$ cat src/rtl/imm_gen_stage.sv
// Registered immediate generator with a 2-entry skid buffer.
// Decodes on the input side; buffers hold the extended immediate, tag and illegal flag.
module imm_gen_stage #(
    parameter int unsigned XLEN  = 32,
    parameter int unsigned TAG_W = 5,
    parameter int unsigned ERR_W = 8
) (
    input  logic             clk,
    input  logic             reset,
    input  logic             flush,
    input  logic             in_valid,
    output logic             in_ready,
    input  logic [31:0]      instr,
    input  logic [2:0]       imm_src,
    input  logic [TAG_W-1:0] in_tag,
    output logic             out_valid,
    input  logic             out_ready,
    output logic [XLEN-1:0]  imm_ext,
    output logic [TAG_W-1:0] out_tag,
    output logic             out_illegal,
    output logic [ERR_W-1:0] err_count
);

    typedef enum logic [1:0] {StEmpty, StOne, StTwo} state_e;

    state_e state_q, state_d;

    logic [XLEN-1:0]  out_imm_q, out_imm_d, skid_imm_q, skid_imm_d;
    logic [TAG_W-1:0] out_tag_q, out_tag_d, skid_tag_q, skid_tag_d;
    logic             out_ill_q, out_ill_d, skid_ill_q, skid_ill_d;
    logic [ERR_W-1:0] err_q, err_d;

    logic [31:0]     imm32;
    logic [XLEN-1:0] dec_imm;
    logic            dec_ill;
    logic            accept, drain;

    always_comb begin
        imm32   = '0;
        dec_ill = 1'b0;
        case (imm_src)
            3'b000: imm32 = {{20{instr[31]}}, instr[31:20]};
            3'b001: imm32 = {{20{instr[31]}}, instr[31:25], instr[11:7]};
            3'b010: imm32 = {{19{instr[31]}}, instr[31], instr[7], instr[30:25],
                             instr[11:8], 1'b0};
            3'b011: imm32 = {{11{instr[31]}}, instr[31], instr[19:12], instr[20],
                             instr[30:21], 1'b0};
            3'b100: imm32 = {instr[31:12], 12'b0};
            3'b101: imm32 = {27'b0, instr[19:15]};
            3'b110: dec_ill = 1'b1;
            default: ;
        endcase
    end

    // Every 32-bit form already carries its sign in bit 31 (zero for Z), so a plain
    // sign-extension widens all formats correctly.
    assign dec_imm = XLEN'($signed(imm32));

    assign in_ready  = (state_q != StTwo);
    assign out_valid = (state_q != StEmpty);
    assign accept    = in_valid & in_ready;
    assign drain     = out_valid & out_ready;

    always_comb begin
        state_d    = state_q;
        out_imm_d  = out_imm_q;
        out_tag_d  = out_tag_q;
        out_ill_d  = out_ill_q;
        skid_imm_d = skid_imm_q;
        skid_tag_d = skid_tag_q;
        skid_ill_d = skid_ill_q;
        err_d      = err_q;
        if (flush) begin
            state_d = StEmpty;
        end else begin
            case (state_q)
                StEmpty: begin
                    if (accept) begin
                        state_d   = StOne;
                        out_imm_d = dec_imm;
                        out_tag_d = in_tag;
                        out_ill_d = dec_ill;
                    end
                end
                StOne: begin
                    if (accept && drain) begin
                        out_imm_d = dec_imm;
                        out_tag_d = in_tag;
                        out_ill_d = dec_ill;
                    end else if (accept) begin
                        state_d    = StTwo;
                        skid_imm_d = dec_imm;
                        skid_tag_d = in_tag;
                        skid_ill_d = dec_ill;
                    end else if (drain) begin
                        state_d = StEmpty;
                    end
                end
                StTwo: begin
                    // in_ready is low here, so only a drain can occur
                    if (drain) begin
                        state_d   = StOne;
                        out_imm_d = skid_imm_q;
                        out_tag_d = skid_tag_q;
                        out_ill_d = skid_ill_q;
                    end
                end
                default: state_d = StEmpty;
            endcase
            if (accept && dec_ill && (err_q != '1)) begin
                err_d = err_q + 1'b1;
            end
        end
    end

    always_ff @(posedge clk) begin
        if (reset) begin
            state_q    <= StEmpty;
            out_imm_q  <= '0;
            out_tag_q  <= '0;
            out_ill_q  <= 1'b0;
            skid_imm_q <= '0;
            skid_tag_q <= '0;
            skid_ill_q <= 1'b0;
            err_q      <= '0;
        end else begin
            state_q    <= state_d;
            out_imm_q  <= out_imm_d;
            out_tag_q  <= out_tag_d;
            out_ill_q  <= out_ill_d;
            skid_imm_q <= skid_imm_d;
            skid_tag_q <= skid_tag_d;
            skid_ill_q <= skid_ill_d;
            err_q      <= err_d;
        end
    end

    assign imm_ext     = out_imm_q;
    assign out_tag     = out_tag_q;
    assign out_illegal = out_ill_q;
    assign err_count   = err_q;

endmodule

$ cat config.mk
export PLATFORM = sky130hd
export DESIGN_NAME = imm_gen_stage
export DESIGN_NICKNAME = d
export VERILOG_FILES = /design/src/rtl/imm_gen_stage.sv
export SDC_FILE = /design/constraint.sdc
export NUM_CORES = 1
export LEC_CHECK = 0
export BUFFER_PORTS_ARGS = -buffer_cell sky130_fd_sc_hd__buf_4
export CAP_MARGIN = 10
export CORE_MARGIN = 3
export CORE_UTILIZATION = 50
export CTS_CLUSTER_SIZE = 25
export DETAILED_ROUTE_END_ITERATION = 10
export PLACE_DENSITY = 0.79
export SYNTH_ARGS = -nofsm -noshare
export SYNTH_HDL_FRONTEND = slang
export SYNTH_SLANG_ARGS = --single-unit
$ cat constraint.sdc
create_clock -name clk -period 1.75 [get_ports clk]
set_input_delay 0.175 -clock clk [delete_from_list [all_inputs] [get_ports clk]]
set_output_delay 0.175 -clock clk [all_outputs]
set_load 0.1 [all_outputs]
==> results of run 1 <==
-- per-stage QoR --
stage,hold slack (ns),std cells,total power [W]
after floorplan,0.254,497,0.00273
after global placement,0.384,656,0.00296
after detailed placement,0.401,656,0.00298
after CTS,0.0319,672,0.00451
after global routing,0.0283,673,0.00466
final,0.0469,673,0.00450
-- flip-flops by register name, indices dropped and copies added (netlist names) --
| signal | count |
|---|---|
| state_q | 2 |
| skid_imm_q | 32 |
| skid_ill_q | 1 |
| out_illegal | 1 |
| imm_ext | 32 |
| err_count | 8 |
| out_tag | 5 |
| skid_tag_q | 5 |
-- cells by family after synthesis --
family	synth area share, %
mux	2.89
flops	41.5
xor+xnor	0.211
compound gates	26.8
fa+ha+maj	0.301
simple gates	21.1
buf+inv	7.26
-- worst reg2reg max path, stage by stage, from the launching register on --
cell and delay [ns]:
dfxtp_1 0.39, nand3b_1 0.20, a21boi_2 0.18, buf_4 0.20, or4_1 0.48, o32ai_1 0.11
-- per-layer routing --
metal	global-route usage (%)	routed length [um]	vias up
met4	7.45	118	0
met5	0	0	-
met2	37.5	5350	141
met3	5.74	753	9
li1	-	-	1957
met1	29.6	4850	1890
-- area by class of cell --
cell class,count,area [um2],area share (%)
Timing Repair Buffer,106,837,16.3
Tap cell,102,128,2.49
Inverter,15,58.8,1.15
Multi-Input combinational cell,348,2150,41.9
Clock inverter,5,82.6,1.61
Sequential cell,86,1740,33.8
Clock buffer,11,141,2.75
-- how the worst max path moves through the flow --
stage	from	to	slack, ns	depth (start not counted)
floorplan	err_count[3]	err_count[1]	0.02	5
global placement	err_count[0]	err_count[5]	0.16	5
detailed placement	err_count[0]	err_count[7]	0.13	5
CTS	state_q[0]	in_ready	0.05	4
global route	err_count[0]	err_count[5]	0.01	5
finish	state_q[0]	imm_ext[4]	0.1	5
-- power by group through the flow --
stage	Clock (W)	Combinational (W)	Sequential [W]
3_5_place_dp	0	0.000891	0.00209
6_report	0.00155	0.000898	0.00205
3_3_place_gp	0	0.000875	0.00209
2_1_floorplan	0	0.000317	0.00241
5_1_grt	0.00165	0.000954	0.00205
4_1_cts	0.00158	0.000894	0.00205
-- layout by cell type, fill, tap and decap left out, types with 14 or more instances in the layout --
| cell type | synthesis | routed |
|---|---|---|
| buf_4 | 1 | 102 |
| dfxtp_1 | 86 | 77 |
| a21oi_1 | 64 | 64 |
| nand2_1 | 48 | 48 |
| nor2_1 | 48 | 47 |
| a211oi_1 | 27 | 27 |
| o21ai_0 | 16 | 16 |
| or4_1 | 15 | 15 |
| inv_1 | 14 | 14 |
-- cell usage after synthesis (3+ instances only) --
cell,instances
dfxtp_1,86
a21oi_1,64
nand2_1,48
nor2_1,48
clkbuf_1,30
a211oi_1,27
o21ai_0,16
or4_1,15
inv_1,14
mux2i_1,12
o32ai_1,12
buf_2,11
nor3_1,11
a311oi_1,8
nand2b_1,8
nand3_1,8
nand3b_1,8
a211o_1,6
buf_6,6
nor3b_1,6
o2111ai_1,6
a2111o_1,5
o21bai_1,5
nand4b_1,4
o221ai_1,4
nor2b_1,3
o31ai_1,3
or3_1,3
-- what timing repair did --
action / in CTS / in global routing
setup buffers: 0 / 1
setup endpoints to repair: 1 / 4
pin swaps: 0 / 1
resized for setup: 1 / 3
cloned: 0 / 0
==> impl_metrics.json, run 1 <==
{
  "synthArstFlopShare_pct": 0,
  "fp.dieW_um": 97.1,
  "post-route-min-period_ns": 1.65,
  "yosysWarningCount": 0,
  "antenna_found_initial": 0,
  "critical-path-top-delay-family": "simple AND/OR/NAND/NOR gates",
  "slowest_stage": "or4_1",
  "pwr-share-comb_pct": 20.0,
  "ant_nets": 0,
  "route.vias.total": 3997,
  "synth.avg_cell_area_um2": 8.35,
  "cts_tree": "done",
  "critPathBufInv": 1,
  "grt_overflow": 0,
  "slowest_delay_ns": 0.48,
  "track_usage_pct": 22.9,
  "globalplace.congestion": 0.853,
  "cts_root_buffer": "clkbuf_8",
  "reg2reg_slack_ns": 0.1,
  "cap_violations": 0,
  "finalInstanceArea_um2": 5130,
  "fp.dieH_um": 97.1,
  "cts.sinks": 86,
  "max_freq_mhz": 605,
  "holdBufCountCts": 0,
  "seqPwrFrac_pct": 45.5,
  "coreArea_um2": 7890,
  "rr_endpoint": "imm_ext[4]",
  "end_kind": "register",
  "slew_headroom_pct": 55.1,
  "pre_cts_ws_ns": 0.127,
  "drive_gt1_share_pct": 24.9,
  "first_pass_iters": 7,
  "worst_slack_ns": 0.0979,
  "routed_wl_um": 11100,
  "status": "completed",
  "synth_seq_area_share_pct": 41.5,
  "peakVddDrop_v": 0.000520,
  "clock_latency_ns": 0.35,
  "path_clk_slew_ns": 0.08,
  "yosys_most_used_dff": "dfxtp_1",
  "netlist_top_cells_area": "dfxtp_1, a21oi_1, a211oi_1",
  "start_kind": "register",
  "grt_pass1_wl_um": 17900,
  "rsz0062_at_grt": "false",
  "drc": 0,
  "crit-reg2reg-launch": "state_q[0]",
  "synthCells": 497,
  "syn_to_final_growth_pct": 23.7,
  "finClkSkew_ns": 0.0119,
  "portBuffers": 85,
  "switching_share_pct": 30.7,
  "via_per_inst": 5.94,
  "rr_worst_depth": 5,
  "clockBufferDepth": 2,
  "leakagePower_nw": 1.96,
  "io_pins": 93,
  "syn_area_um2": 4150,
  "synth_edf_count": 0,
  "crit_required_ns": 2.01,
  "hp-start": "out_ready",
  "synth_top_area_share_pct": 41.5,
  "synth_seq_cells": 86,
  "internal_power_w": 0.00312,
  "htreeDepth": 3,
  "numCtsBuffers": 9,
  "hold_class": "in -> reg",
  "fillers": 659,
  "cp_max_fo": 17,
  "n_antenna_cell": 0,
  "rows": 32,
  "clkPwrFrac_pct": 34.6,
  "p_sw_w": 0.00138,
  "slew_violations": 0,
  "hold_viol": 0,
  "initial_core_util_pct": 52.6,
  "synth.distinct_cells": 46,
  "tightest_slew_ns": 0.674,
  "setup_viol_count_final": 0,
  "place_area_um2": 4890,
  "grt_max_degree": 73,
  "power.density_nw_per_um2": 876,
  "yosysTopAreaCell": "dfxtp_1",
  "syn_nets": 543,
  "initialDrtViolationCount": 207,
  "fin_util_pct": 65.1,
  "fin_nets": 612,
  "arrival_ns": 1.91,
  "die_area_um2": 9430,
  "grt_pass1_vias": 3708,
  "path_cells": "nand3b_1 > a21boi_2 > buf_4 > or4_1 > o32ai_1",
  "hold_end": "state_q[1]",
  "timing_worst_setup_path_type": "reg -> reg",
  "avgRoutedWirePerCell_um": 16.4,
  "setup-tns-final_ns": 0,
  "hpwl_um": 7390,
  "period_share_pct": 94.4,
  "holdPathStages": 2
}
Power figures use the tool's default switching activity.
==> inputs of run 2 (changes only) <==
Settings changed: BUFFER_PORTS_ARGS -buffer_cell sky130_fd_sc_hd__buf_4 to default, CORE_UTILIZATION 50 to 38, DONT_BUFFER_PORTS from default to 1, PLACE_DENSITY 0.79 to 0.56.
==> impl_metrics.json, run 2 (synthesis results as in run 1) <==
{
  "status": "finished with violations",
  "violations": "negative hold slack",
  "routed_wl_um": 11600,
  "die_area_um2": 12200,
  "rsz0062_at_grt": "false",
  "met2_length_um": 5230,
  "fp.dieW_um": 111,
  "holdBufCountCts": 4,
  "crit_required_ns": 2.04,
  "n_antenna_cell": 0,
  "max_freq_mhz": 605,
  "instances_no_fill": 669,
  "cts.sinks": 86,
  "tightest_slew_ns": 0.649,
  "routed.top_layer": "met4",
  "finalInstanceArea_um2": 4880,
  "initial_core_util_pct": 39.7,
  "setup_viol_count_final": 0,
  "met1_length_um": 5310,
  "final_common_cell": "dfxtp_1",
  "clock_latency_ns": 0.35,
  "arrival_ns": 1.95,
  "globalplace.congestion": 0.783,
  "grt_pass1_vias": 3593,
  "cp-startpoint": "state_q[1]",
  "fin_nets": 576,
  "rr_worst_depth": 5,
  "fillers": 1026,
  "crit_path_end": "state_q[1]",
  "post-route-min-period_ns": 1.65,
  "route.vias.total": 3808,
  "place_area_um2": 4610,
  "hold_class": "in -> reg",
  "antenna_found_initial": 0,
  "io_pins": 93,
  "reg2reg_slack_ns": 0.1,
  "rr_endpoint": "state_q[1]",
  "grt_pass1_wl_um": 19000,
  "route.met3.wl_um": 910,
  "syn_to_final_growth_pct": 17.6,
  "track_usage_pct": 18.7,
  "first_pass_iters": 4,
  "fin_util_pct": 46.7,
  "timing_worst_setup_path_type": "reg -> reg",
  "final_cell_mix": "dfxtp_1, a21oi_1, buf_4",
  "worst_slack_ns": 0.0983,
  "hpwl_um": 7390,
  "hold_viol": 80,
  "grt_max_degree": 104,
  "initialDrtViolationCount": 244,
  "ant_nets": 0,
  "period_share_pct": 94.4,
  "portBuffers": 0,
  "cts_root_buffer": "clkbuf_8",
  "grt_overflow": 0,
  "drive_gt1_share_pct": 18.8,
  "drc": 0,
  "end_kind": "register",
  "avgRoutedWirePerCell_um": 17.4,
  "cap_violations": 0,
  "cp_max_fo": 34,
  "fp.dieH_um": 111,
  "peakVddDrop_v": 0.000413,
  "start_kind": "register",
  "numCtsBuffers": 9,
  "crit-reg2reg-launch": "state_q[1]",
  "slew_headroom_pct": 56.7,
  "power.density_nw_per_um2": 862,
  "finClkSkew_ns": 0.00728,
  "setup-tns-final_ns": 0,
  "slew_violations": 0,
  "clockBufferDepth": 2,
  "cts_tree": "done",
  "post-place-cells": 649,
  "holdWs_ns": -0.102,
  "htreeDepth": 3,
  "path_clk_slew_ns": 0.08,
  "via_per_inst": 5.69,
  "coreArea_um2": 10500,
  "leakagePower_nw": 1.77,
  "pre_cts_ws_ns": -0.0689,
  "rows": 37
}
## run 2: metrics by stage
stage | total power [W] | hold WS [ns]
CTS | 0.00424 | -0.133
global route | 0.00437 | -0.130
detailed placement | 0.00282 | 0.256
global placement | 0.00281 | 0.255
finish | 0.00421 | -0.102
floorplan | 0.00273 | 0.254
## run 2: layer usage
metal / vias up / track usage (%)
met1: 1802 / 25.6
met3: 11 / 5.37
met2: 105 / 28.4
li1: 1890 / -
met5: - / 0
met4: 0 / 5.91
## run 2: repair_timing
action                                  in CTS  in global routing
gates cloned                                 0                  1
pin swaps                                    0                  1
endpoints found under the setup margin      39                 46
buffers inserted                             0                  1
gates resized for setup                      3                  4
hold endpoints to repair                    86                 80
## run 2: worst min path at each step
stage	from	end	depth (start not counted)	slack (ns)
4_1_cts	reset	err_count[3]	1	-0.13
2_1_floorplan	out_ready	state_q[1]	1	0.25
3_5_place_dp	out_ready	state_q[1]	1	0.26
5_1_grt	reset	skid_imm_q[13]	1	-0.13
6_report	reset	skid_imm_q[14]	1	-0.10
3_3_place_gp	out_ready	state_q[1]	1	0.25
## run 2: where the power goes
group          leakage [nW]  switching, W  internal, W
sequential            0.703     0.0000345      0.00201
combinational         0.975      0.000541     0.000208
clock                0.0956      0.000688     0.000725
total                  1.77       0.00126      0.00294
## run 2: area by class of cell
type	count	area (um2)	area share (%)
Clock buffer	13	159	3.25
Clock inverter	1	30.0	0.615
Multi-Input combinational cell	349	2160	44.3
Tap cell	136	170	3.49
Timing Repair Buffer	69	561	11.5
Inverter	15	58.8	1.20
Sequential cell	86	1740	35.6
## run 2: worst max-delay path, cell delays in order (launching register included)
cell and delay (ns):
dfxtp_2 0.38, nor2b_4 0.21, buf_12 0.22, a21oi_1 0.06, nor4_1 0.14, dlygate4sd3_1 0.57
==> inputs of run 3 (changes only) <==
Settings changed: CTS_BUF_LIST from default to sky130_fd_sc_hd__clkbuf_4 sky130_fd_sc_hd__clkbuf_8, PLACE_DENSITY 0.56 to default.
==> impl_metrics.json, run 3 (synthesis results as in run 1) <==
{
  "peakVddDrop_v": 0.000493,
  "initial_core_util_pct": 39.7,
  "crit_required_ns": 2.03,
  "clock_latency_ns": 0.35,
  "syn_to_final_growth_pct": 17.8,
  "antenna_found_initial": 0,
  "track_usage_pct": 18.0,
  "holdWs_ns": -0.103,
  "timing_worst_setup_path_type": "reg -> reg",
  "routed_wl_um": 11300,
  "initialDrtViolationCount": 281,
  "n_antenna_cell": 0,
  "numCtsBuffers": 9,
  "post-place-cells": 649,
  "regArea_um2": 1740,
  "path_clk_slew_ns": 0.09,
  "max_freq_mhz": 610,
  "io_pins": 93,
  "post-route-min-period_ns": 1.64,
  "clockBufferDepth": 2,
  "route.vias.total": 3698,
  "via_per_inst": 5.54,
  "seqPwrFrac_pct": 45.7,
  "cts_tree": "done",
  "fp.dieH_um": 111,
  "multi_input_area_um2": 2140,
  "holdBufCountCts": 3,
  "first_pass_iters": 4,
  "drc": 0,
  "fillers": 1026,
  "grt_max_degree": 104,
  "finClkSkew_ns": 0.0101,
  "globalplace.congestion": 0.773,
  "pwr-share-comb_pct": 16.7,
  "slew_violations": 0,
  "power.density_nw_per_um2": 915,
  "avgRoutedWirePerCell_um": 16.9,
  "cts.sinks": 86,
  "start_kind": "register",
  "p_sw_w": 0.00126,
  "clkPwrFrac_pct": 37.7,
  "hpwl_um": 7280,
  "final_common_cell": "dfxtp_1",
  "htreeDepth": 3,
  "period_share_pct": 93.8,
  "hold_viol": 80,
  "rsz0062_at_grt": "false",
  "coreArea_um2": 10500,
  "grt_pass1_vias": 3376,
  "cap_violations": 0,
  "p_total_w": 0.00447,
  "final_cell_mix": "dfxtp_1, a21oi_1, buf_4",
  "instances_no_fill": 667,
  "fin_nets": 573,
  "tightest_slew_ns": 0.638,
  "cts_root_buffer": "clkbuf_8",
  "end_kind": "register",
  "rows": 37,
  "internal_power_w": 0.00321,
  "violations": "negative hold slack",
  "slew_headroom_pct": 57.5,
  "drive_gt1_share_pct": 19.0,
  "fp.dieW_um": 111,
  "portBuffers": 0,
  "setup-tns-final_ns": 0,
  "cts_setup_buffers": 0,
  "arrival_ns": 1.93,
  "setup_viol_count_final": 0,
  "switching_share_pct": 28.2,
  "ant_nets": 0,
  "hold_class": "in -> reg",
  "grt_overflow": 0,
  "die_area_um2": 12200,
  "grt_pass1_wl_um": 18100,
  "leakagePower_nw": 1.78,
  "status": "finished with violations",
  "cp_max_fo": 14
}
[run 3: worst paths after layout]
path	startpoint	end	slack [ns]	cells past startpoint
worst max-delay path	err_count[0]	err_count[5]	0.11	5
worst min-delay path	reset	skid_imm_q[19]	-0.10	1
worst max register to register	err_count[0]	err_count[5]	0.11	5
worst min register to register	skid_tag_q[4]	skid_tag_q[4]	0.45	2
[run 3: critical path, cell delays in order, from the launching register on]
cell,delay (ns)
dfxtp_4,0.35
ha_1,0.20
nand3_1,0.13
o2111ai_4,0.22
or4_1,0.53
a21oi_1,0.15
[run 3: cell type report]
cell class,count,share of cell area (%)
well taps,136,3.48
flip-flops and latches,86,35.6
inverters,15,1.20
multi-input cells,348,43.8
repair buffers,67,11.0
clock inverters,4,1.94
clock buffers,11,2.97
[run 3: through the flow]
stage	util (%)	hold slack (ns)	setup WS [ns]	instance area, um2
2_1_floorplan	-	0.254	0.0153	4170
3_3_place_gp	44.1	0.252	0.132	4610
3_5_place_dp	44.1	0.253	0.101	4610
4_1_cts	46.7	-0.138	0.0609	4880
5_1_grt	46.7	-0.133	0.0189	4890
6_report	46.7	-0.103	0.109	4890
[run 3: repair_timing]
item,CTS,global route
endpoints found under the hold margin,83,80
resized for setup,0,4
setup endpoints to repair,0,15
[run 3: power by group through the flow]
stage	Combinational, W	Sequential [W]	Clock [W]
final	0.000745	0.00204	0.00168
after global routing	0.000787	0.00205	0.00180
after CTS	0.000748	0.00204	0.00174
after detailed placement	0.000735	0.00209	0
after global placement	0.000728	0.00209	0
after floorplan	0.000317	0.00241	0
[run 3: metal layers]
metal  wire [um]  global-route usage (%)
met5           0                       0
met1        4930                    23.4
met2        5290                    28.8
met3         926                    5.97
met4         139                    4.35
